===== src/rtl/mult_pkg.sv =====
// Shared types for the shift-add multiplier: FSM state encoding and width limits.
package mult_pkg;

  typedef enum logic [2:0] {IDLE, CLR, ADD, SHIFT, DONE} mult_state_t;

  localparam int MAX_WIDTH = 32;

endpackage


===== src/rtl/reg_n.sv =====
// N-bit register with synchronous reset, parallel load and right shift.
// Load has priority over shift; Shift_Out exposes the bit leaving on the next shift.
module reg_n #(
  parameter int WIDTH = 8
) (
  input  logic             Clk,
  input  logic             Reset,
  input  logic             Load,
  input  logic             Shift_En,
  input  logic             Shift_In,
  input  logic [WIDTH-1:0] D,
  output logic             Shift_Out,
  output logic [WIDTH-1:0] Data_Out
);

  // NOTE: sequential state uses non-blocking assignments so every register
  // samples pre-edge values; blocking here would create ordering races.
  always_ff @(posedge Clk) begin
    if (Reset)
      Data_Out <= '0;
    else if (Load)
      Data_Out <= D;
    else if (Shift_En)
      Data_Out <= {Shift_In, Data_Out[WIDTH-1:1]};
  end

  assign Shift_Out = Data_Out[0];

endmodule


===== src/rtl/shift_add_mult_unit.sv =====
// Sequential shift-add multiplier: A accumulates, B holds the multiplier and
// becomes the low product half; X carries the sign (signed) or carry (unsigned).
module shift_add_mult_unit
  import mult_pkg::*;
#(
  parameter int WIDTH  = 8,
  parameter bit SIGNED = 1'b1
) (
  input  logic               Clk,
  input  logic               Reset,
  input  logic               Ld_B,
  input  logic               Start,
  input  logic [WIDTH-1:0]   S,
  output logic               Busy,
  output logic               Done,
  output logic               X,
  output logic [WIDTH-1:0]   A,
  output logic [WIDTH-1:0]   B,
  output logic [2*WIDTH-1:0] Product
);

  localparam int CW = $clog2(WIDTH + 1);

  mult_state_t    state;
  logic [CW-1:0]  count;
  logic           x_q;
  logic           busy_q;
  logic           done_q;

  logic [WIDTH-1:0] a_q, b_q, a_d;
  logic             a_load, a_shift, b_load, b_shift;
  logic             a_lsb, b_lsb;
  logic [WIDTH:0]   ext_a, ext_s, sum;
  logic             last_step;

  assign last_step = (count == CW'(WIDTH - 1));

  // The final multiplier bit of a two's-complement operand has negative weight,
  // so its partial product is subtracted instead of added.
  always_comb begin
    ext_a = SIGNED ? {a_q[WIDTH-1], a_q} : {1'b0, a_q};
    ext_s = SIGNED ? {S[WIDTH-1], S}     : {1'b0, S};
    if (SIGNED && last_step)
      sum = ext_a - ext_s;
    else
      sum = ext_a + ext_s;
  end

  // NOTE: every output of this block gets a default first, so no path can
  // leave a value unassigned and infer a latch.
  always_comb begin
    a_load  = 1'b0;
    a_shift = 1'b0;
    b_load  = 1'b0;
    b_shift = 1'b0;
    a_d     = sum[WIDTH-1:0];
    unique case (state)
      IDLE: if (Ld_B) begin
        a_load = 1'b1;
        a_d    = '0;
        b_load = 1'b1;
      end
      CLR: begin
        a_load = 1'b1;
        a_d    = '0;
      end
      ADD:   a_load = b_lsb;
      SHIFT: begin
        a_shift = 1'b1;
        b_shift = 1'b1;
      end
      default: ;
    endcase
  end

  reg_n #(.WIDTH(WIDTH)) u_reg_a (
    .Clk       (Clk),
    .Reset     (Reset),
    .Load      (a_load),
    .Shift_En  (a_shift),
    .Shift_In  (x_q),
    .D         (a_d),
    .Shift_Out (a_lsb),
    .Data_Out  (a_q)
  );

  reg_n #(.WIDTH(WIDTH)) u_reg_b (
    .Clk       (Clk),
    .Reset     (Reset),
    .Load      (b_load),
    .Shift_En  (b_shift),
    .Shift_In  (a_lsb),
    .D         (S),
    .Shift_Out (b_lsb),
    .Data_Out  (b_q)
  );

  // Busy/Done are registered alongside the state so they never glitch.
  always_ff @(posedge Clk) begin
    if (Reset) begin
      state  <= IDLE;
      count  <= '0;
      x_q    <= 1'b0;
      busy_q <= 1'b0;
      done_q <= 1'b0;
    end else begin
      unique case (state)
        IDLE: begin
          if (Ld_B)
            x_q <= 1'b0;
          else if (Start) begin
            state  <= CLR;
            busy_q <= 1'b1;
          end
        end
        CLR: begin
          x_q   <= 1'b0;
          count <= '0;
          state <= ADD;
        end
        ADD: begin
          x_q   <= b_lsb ? sum[WIDTH] : (SIGNED & a_q[WIDTH-1]);
          state <= SHIFT;
        end
        SHIFT: begin
          if (!SIGNED)
            x_q <= 1'b0;
          count <= count + CW'(1);
          if (last_step) begin
            state  <= DONE;
            busy_q <= 1'b0;
            done_q <= 1'b1;
          end else begin
            state <= ADD;
          end
        end
        DONE: begin
          // Leaving only on Start low keeps a held Start from re-triggering.
          if (!Start) begin
            state  <= IDLE;
            done_q <= 1'b0;
          end
        end
        default: state <= IDLE;
      endcase
    end
  end

  assign Busy    = busy_q;
  assign Done    = done_q;
  assign X       = x_q;
  assign A       = a_q;
  assign B       = b_q;
  assign Product = {a_q, b_q};

endmodule


===== config.mk =====
export PLATFORM = sky130hd
export DESIGN_NAME = shift_add_mult_unit
export DESIGN_NICKNAME = d
export VERILOG_FILES = /design/src/rtl/mult_pkg.sv /design/src/rtl/reg_n.sv /design/src/rtl/shift_add_mult_unit.sv
export SDC_FILE = /design/constraint.sdc
export NUM_CORES = 1
export LEC_CHECK = 0
export CORE_UTILIZATION = 44
export DETAILED_ROUTE_END_ITERATION = 8
export PLACE_DENSITY = 0.76
export SLEW_MARGIN = 20
export SYNTH_ARGS = -nofsm -noshare
export SYNTH_HDL_FRONTEND = slang
export SYNTH_SLANG_ARGS = --single-unit

===== constraint.sdc =====
create_clock -name Clk -period 3.3 [get_ports Clk]
set_clock_uncertainty 0.2 [all_clocks]
set_input_delay 0.99 -clock Clk [delete_from_list [all_inputs] [get_ports Clk]]
set_output_delay 0.99 -clock Clk [all_outputs]
set_load 0.02 [all_outputs]

# Word level (Yosys, flattened, before mapping)

Index checks and enable logic that the tools add are counted.

Flip-flop bits (word level): 26
Input bits: 12
Output and inout port bits: 35
Logic and storage cells: 58

Add/sub/neg operators: 3
Eq/ne operators: 10
Multiplexer cells: 27
Reduce and logical (&&, ||, !) cells: 11

Operators with widths:

| operator                                                              | number |
|---|---|
| 8-bit two-way mux                                                     | 5 |
| 8-bit case mux with 2 select lines                                    | 1 |
| 3-bit case mux with 5 select lines                                    | 1 |
| 3-bit two-way mux                                                     | 4 |
| 1-bit two-way mux                                                     | 10 |
| 2-bit != test, second input constant                                  | 5 |
| 2-bit nonzero test                                                    | 5 |
| 8-bit by 8-bit adder with 9-bit output                                | 1 |
| 9-bit two-way mux                                                     | 1 |
| 8-bit by 8-bit subtractor with 9-bit output                           | 1 |
| 4-bit case mux with 2 select lines                                    | 1 |
| 3-bit by 2-bit equality test with 1-bit output, second input constant | 2 |
| 1-bit case mux with 3 select lines                                    | 2 |
| 3-bit AND reduction                                                   | 2 |
| 4-bit by 1-bit adder with 4-bit output, second input constant         | 1 |
| 4-bit by 3-bit equality test with 1-bit output, second input constant | 1 |
| 1-bit case mux with 2 select lines                                    | 2 |
| 4-bit AND reduction                                                   | 1 |
| 3-bit by 1-bit equality test with 1-bit output, second input constant | 1 |
| 3-bit equality test, second input constant                            | 1 |
| 3-bit zero test                                                       | 1 |
| 3-bit nonzero test                                                    | 1 |
| 2-bit AND reduction                                                   | 1 |

# Depth between registers and ports, before layout

Gate-level depths: netlist of run 1.

Word-level depth: 5
Gate-level depth with buffers: 12
Mapped depth without buffers: 11

# Cells and area by module

A second synthesis of run 1 with hierarchy kept.

Cell total of the unflattened synthesis: 226
Area total of the unflattened synthesis: 1914.3 µm²

Modules (own cells, without submodules):

| module              | instances | cells each | area each (µm²) | seq. area each (µm²) |
|---|---|---|---|---|
| shift_add_mult_unit | 1         | 154        | 1161.1          | 200.2 |
| reg_n               | 2         | 36         | 376.6           | 160.2 |

# Least setup slack after synthesis of run 1

Ideal clock, no wire load.

Kind: input-to-reg
Start point: in S[4]
End point: reg x_q (netlist: X)
Setup time: 59 ps
Data arrival time: 3057 ps
Data required time: 3041 ps
Slack: -17 ps
Stages on the path: 11
Path buffers: 0
Cells stage by stage: or3_1 nor3_1 a21oi_1 xnor2_1 ha_1 a21o_1 a31o_1 a21oi_2 xnor2_1 mux2_1 nand2_1

Cells in the longest elaborated chain, start to end: 4
Elaborated cells between the ends (all ways): 5
Those cells by class: 2 x add/sub; 3 x mux

RTL lines:

| what                                                                                                  | line                                                 | text |
|---|---|---|
| start, declared                                                                                       | shift_add_mult_unit.sv:13                            | `input logic [WIDTH-1:0] S,` |
| 8-bit by 8-bit adder with 9-bit output or 8-bit by 8-bit subtractor with 9-bit output (tied branches) | shift_add_mult_unit.sv:46, shift_add_mult_unit.sv:44 |  |
| 9-bit two-way mux (*)                                                                                 | shift_add_mult_unit.sv:43                            | `if (SIGNED && last_step)` |
| 1-bit two-way mux (*)                                                                                 | shift_add_mult_unit.sv:122                           | `x_q <= b_lsb ? sum[WIDTH] : (SIGNED & a_q[WIDTH-1]);` |
| 1-bit case mux with 3 select lines (*)                                                                | shift_add_mult_unit.sv:107                           | `unique case (state)` |
| end signal, assigned                                                                                  | shift_add_mult_unit.sv:122                           |  |
| end, declared                                                                                         | shift_add_mult_unit.sv:26                            | `logic x_q;` |

Mark *: on every way between the ends. The rest lies on a longest branch, timed or not.
A chain may end at the register's enable or synchronous reset.

# Worst setup path after layout of run 1

Start point: in S[3]
End point: reg x_q (netlist: X)

The elaborated chain is that of the path after synthesis.

==> impl_metrics.prom, run 1 <==
# TYPE chip_impl_metric gauge
chip_impl_metric{name="wire_length_of_the_first_global_routing_pass",unit="microns"} 7320
chip_impl_info{name="tritoncts",value="built"} 1
chip_impl_metric{name="cp.arrival",unit="ns"} 3.22
chip_impl_metric{name="num_antenna_cells",unit=""} 0
chip_impl_info{name="crit_path_max_delay_cell_type",value="or3_4"} 1
chip_impl_metric{name="design.die.area",unit="sq mm"} 0.00447
chip_impl_metric{name="use_met3",unit=""} 0.0411
chip_impl_metric{name="yosys_warnings",unit=""} 0
chip_impl_metric{name="groute.layer.met1.usage",unit=""} 0.262
chip_impl_metric{name="path_max_fanout",unit=""} 2
chip_impl_metric{name="global_route.overflow_total",unit=""} 0
chip_impl_metric{name="number_of_endpoints_with_negative_hold_slack_in_the_final_report",unit=""} 0
chip_impl_metric{name="rr_worst_depth",unit=""} 11
chip_impl_metric{name="finalSetupViolations",unit=""} 0
chip_impl_info{name="r2r-start",value="count[0]$_SDFFE_PP0P_"} 1
chip_impl_metric{name="regToRegSetupSlack",unit="ns"} 0.56
chip_impl_metric{name="gp_routability_congestion",unit=""} 0.843
chip_impl_metric{name="timing.max_slew.rel_slack",unit=""} 0.689
chip_impl_metric{name="first_global_vias",unit=""} 1655
chip_impl_info{name="run_status",value="finished clean"} 1
chip_impl_info{name="crit_chain",value="clkdlybuf4s15_1 > or3_4 > nor3_4 > a21oi_2 > xnor2_1 > ha_1 > a21o_1 > a31o_1 > a21oi_2 > xnor2_1 > mux2_1 > nand2_1"} 1
chip_impl_metric{name="drive_gt1_frac",unit=""} 0.156
chip_impl_metric{name="clk_latency",unit="ns"} 0.28
chip_impl_metric{name="drt_first_iter_violations",unit=""} 134
chip_impl_metric{name="worst-endpoint-required",unit="ns"} 3.33
chip_impl_metric{name="synth.ff_latch_count",unit=""} 26
chip_impl_metric{name="final_period_minus_worst_setup_slack",unit="ns"} 3.19
chip_impl_metric{name="final_net_count",unit=""} 306
chip_impl_info{name="grt-busiest-layer",value="met2"} 1
chip_impl_metric{name="synthCells",unit=""} 236
chip_impl_metric{name="floorplan.initialDensity",unit=""} 0.460
chip_impl_metric{name="final-seq-area",unit="sq um"} 520
chip_impl_metric{name="num_io_pins",unit=""} 47
chip_impl_info{name="hold-path-endpoint",value="count[1]$_SDFFE_PP0P_"} 1
chip_impl_metric{name="power_leakage",unit="nW"} 0.995
chip_impl_info{name="rsz_0062_raised_after_global_routing",value="false"} 1
chip_impl_metric{name="async_flop_share",unit=""} 0
chip_impl_metric{name="drt-vias-per-instance",unit=""} 5.45
chip_impl_metric{name="post_synthesis_instance_area",unit="sq mm"} 0.00185
chip_impl_metric{name="maximum_vdd_ir_drop",unit="mV"} 0.284
chip_impl_metric{name="flow.area_growth_from_synthesis",unit="%"} 33.8
chip_impl_metric{name="clkSinkCount",unit=""} 26
chip_impl_info{name="critPathLaunchType",value="input port"} 1
chip_impl_metric{name="yosysSeqAreaShare",unit=""} 0.281
chip_impl_metric{name="dpl_cell_area",unit="sq mm"} 0.00237
chip_impl_metric{name="antenna_found_initial",unit=""} 0
chip_impl_info{name="post_synth_most_frequent_cells",value="dfxtp_1, a21oi_1, nor2_1, buf_4, nand2_1"} 1
chip_impl_metric{name="fillerInstances",unit=""} 360
chip_impl_metric{name="tritoncts.num_buffers",unit=""} 3
chip_impl_info{name="post-synth-top-count-cell",value="dfxtp_1"} 1
chip_impl_metric{name="die-width",unit="microns"} 66.9
chip_impl_metric{name="placementRows",unit=""} 23
chip_impl_metric{name="portBuffers",unit=""} 46
chip_impl_metric{name="gr-usage-all-layers",unit=""} 0.214
chip_impl_info{name="setup.worst_path.class",value="in -> reg"} 1
chip_impl_metric{name="max-clock-path-buffers",unit=""} 2
chip_impl_metric{name="detail_route.drc_violations",unit=""} 0
chip_impl_metric{name="postRouteWirelength",unit="microns"} 4550
chip_impl_metric{name="synth_fp_nets",unit=""} 259
chip_impl_metric{name="drtAntennaViolNets",unit=""} 0
chip_impl_metric{name="finalInstanceArea",unit="sq mm"} 0.00248
chip_impl_metric{name="max_freq",unit="MHz"} 313
chip_impl_metric{name="dp_hpwl",unit="microns"} 3350
chip_impl_metric{name="grtUsageMet2",unit=""} 0.378
chip_impl_info{name="synth_ff_type",value="dfxtp_1"} 1
chip_impl_metric{name="yosys.area.top_type_share",unit=""} 0.281
chip_impl_metric{name="htree_levels",unit=""} 1
chip_impl_metric{name="finalCoreUtilization",unit=""} 0.615
chip_impl_metric{name="fin_crit_share",unit=""} 0.967
chip_impl_metric{name="pwr_density_cell",unit="mW/mm^2"} 431
chip_impl_info{name="critical_hold_path_startpoint",value="count[1]$_SDFFE_PP0P_"} 1
chip_impl_metric{name="hold-worst-slack",unit="ns"} 0.285
chip_impl_metric{name="core",unit="sq mm"} 0.00403
chip_impl_metric{name="grt_start_max_net_pins",unit=""} 24
chip_impl_metric{name="cts.reportedPaths.clkPinSlew",unit="ns"} 0.10
chip_impl_metric{name="postSynthAreaPerCell",unit="sq um"} 7.85
chip_impl_info{name="crit-reg2reg-capture",value="X$_SDFFE_PP0P_"} 1
chip_impl_metric{name="ctsHoldBuffers",unit=""} 0
chip_impl_metric{name="multi_input_gate_area",unit="sq mm"} 0.00117
chip_impl_metric{name="cp_slowest_stage_delay",unit="ns"} 0.39
chip_impl_metric{name="timing.hold.worst_path_depth",unit=""} 2
chip_impl_metric{name="post_synth_num_cell_types",unit=""} 46
chip_impl_info{name="netlist_top_cells_area",value="dfxtp_1, buf_4, a21oi_1"} 1
chip_impl_info{name="hold_path_class",value="reg -> reg"} 1
chip_impl_metric{name="via_count",unit=""} 1808
chip_impl_info{name="synth_largest_area_cell",value="dfxtp_1"} 1
chip_impl_metric{name="wl_per_cell",unit="microns"} 13.7
chip_impl_info{name="cts-root-buf",value="clkbuf_8"} 1
chip_impl_metric{name="maxCapViolations",unit=""} 0
chip_impl_metric{name="drv_slew",unit=""} 0
chip_impl_metric{name="firstDrtPassIters",unit=""} 4
chip_impl_info{name="endpoint_kind",value="flop"} 1
chip_impl_metric{name="number_of_enable_flip_flop_cells_after_synthesis",unit=""} 0
chip_impl_metric{name="die-height",unit="microns"} 66.9
chip_impl_metric{name="worst_slew_pin_slew",unit="ns"} 0.466
power breakdown:
part	total [mW]	internal [mW]	switching (mW)
Combinational	0.419	0.206	0.213
Sequential	0.376	0.339	0.0371
Clock	0.273	0.163	0.110
Total	1.07	0.707	0.360
critical path: cells and delay by family:
kind | cells | cell delay, ns
and+or+nand+nor | 3 | 0.59
AOI/OAI and AO/OA | 4 | 0.53
muxes | 1 | 0.33
adders and majority gates | 1 | 0.32
xor gates and xnor gates | 2 | 0.26
buffers and inverters | 1 | 0.19
sequential cells by signal, indices dropped and copies added, names as in the netlist:
signal            flops
X                     1
Done                  1
count                 4
Busy                  1
u_reg_a.Data_Out      8
u_reg_b.Data_Out      8
state                 3
area by class of cell:
type                       count  area share
multi-input combinational    176       0.471
timing repair buffer          69       0.254
sequential                    26       0.210
tap                           50      0.0252
clock buffer                   3      0.0167
clock inverter                 1      0.0121
inverter                       7      0.0106
layout by cell type, fill, tap and decap left out, types with 2 or more instances in the layout:
master           instances
buf_4                   22
inv_1                    7
clkdlybuf4s50_1         41
xor2_1                   2
nand3b_1                 2
ha_1                    10
nand2_1                 17
clkdlybuf4s15_1          2
o21a_2                   2
nand2b_1                 4
nor4_1                   2
nor3b_1                  2
a21oi_2                  2
o21ai_0                  6
nor2_2                   2
a22oi_1                  9
a31oi_1                  3
o22ai_1                  3
a21o_1                   4
dfxtp_1                 26
and2_1                   3
o21ai_1                  4
dlygate4sd2_1            2
nor3_1                  14
xnor2_1                  8
nor2_1                  23
a21oi_1                 24
and3b_1                  3
o21a_1                   4
clkbuf_8                 3
and3_1                   2
nand3_1                  3
metal layers:
metal	share of wire	vias to the layer above
met5	0	-
met4	0.0083	0
met3	0.052	4
met2	0.50	52
met1	0.44	841
li1	-	911
metrics by stage:
stage	power [mW]	setup slack [ns]	setup TNS (ns)	cells
after floorplan	0.640	0.0339	0	236
after global placement	0.774	-0.457	-2.40	327
after detailed placement	0.785	-0.545	-2.95	327
after CTS	1.07	0.00457	0	332
after global routing	1.13	0.0157	0	332
final	1.07	0.108	0	332
worst max path at each step:
stage | from | to | slack [ns] | depth (start not counted)
3_3_place_gp | S[0] | u_reg_a.Data_Out[6]$_SDFFE_PP0P_ | -0.46 | 11
2_1_floorplan | S[4] | X$_SDFFE_PP0P_ | 0.03 | 11
5_1_grt | S[3] | X$_SDFFE_PP0P_ | 0.02 | 12
4_1_cts | S[4] | X$_SDFFE_PP0P_ | 0.005 | 12
6_report | S[3] | X$_SDFFE_PP0P_ | 0.11 | 12
3_5_place_dp | S[0] | u_reg_a.Data_Out[6]$_SDFFE_PP0P_ | -0.55 | 11
timing repair:
action | in CTS | in global routing
setup buffers | 1 | 0
setup endpoints to repair | 6 | 1
pin swaps | 12 | 10
gates resized for setup | 15 | 3
cell families after synthesis:
| family | count (synthesis) | synth area share |
|---|---|---|
| flops | 26 | 0.281 |
| compound gates | 65 | 0.218 |
| buf+inv | 34 | 0.111 |
| mux | 3 | 0.0176 |
| xor+xnor | 10 | 0.0473 |
| simple gates | 87 | 0.247 |
| fa+ha+maj | 11 | 0.0783 |
No activity file was read; power rests on OpenSTA's default activity.
==> inputs of run 2 (changes only) <==
==> constraint.sdc (replaced) <==
create_clock -name Clk -period 3.3 [get_ports Clk]
set_clock_uncertainty 0.2 [all_clocks]
set_input_delay 0.99 -clock Clk [delete_from_list [all_inputs] [get_ports Clk]]
set_output_delay 0.99 -clock Clk [all_outputs]
set_load 0.05 [all_outputs]
==> results of run 2 <==
Same layout as run 1 (identical final DEF). Status: finished clean.
Main changes from that run: total power 1.07 mW -> 1.16 mW; worst IR drop on VDD 0.284 mV -> 0.305 mV
==> inputs of run 3 (changes only) <==
--- a/config.mk
+++ b/config.mk
@@ -6,9 +6,9 @@
 export NUM_CORES = 1
 export LEC_CHECK = 0
 export CORE_UTILIZATION = 44
+export CTS_CLUSTER_DIAMETER = 100
 export DETAILED_ROUTE_END_ITERATION = 8
 export PLACE_DENSITY = 0.76
-export SLEW_MARGIN = 20
 export SYNTH_ARGS = -nofsm -noshare
 export SYNTH_HDL_FRONTEND = slang
 export SYNTH_SLANG_ARGS = --single-unit
==> results of run 3 <==
Same layout as run 1 (identical final DEF). Status: finished clean.
Main changes from that run: total power 1.07 mW -> 1.16 mW; worst IR drop on VDD 0.284 mV -> 0.305 mV
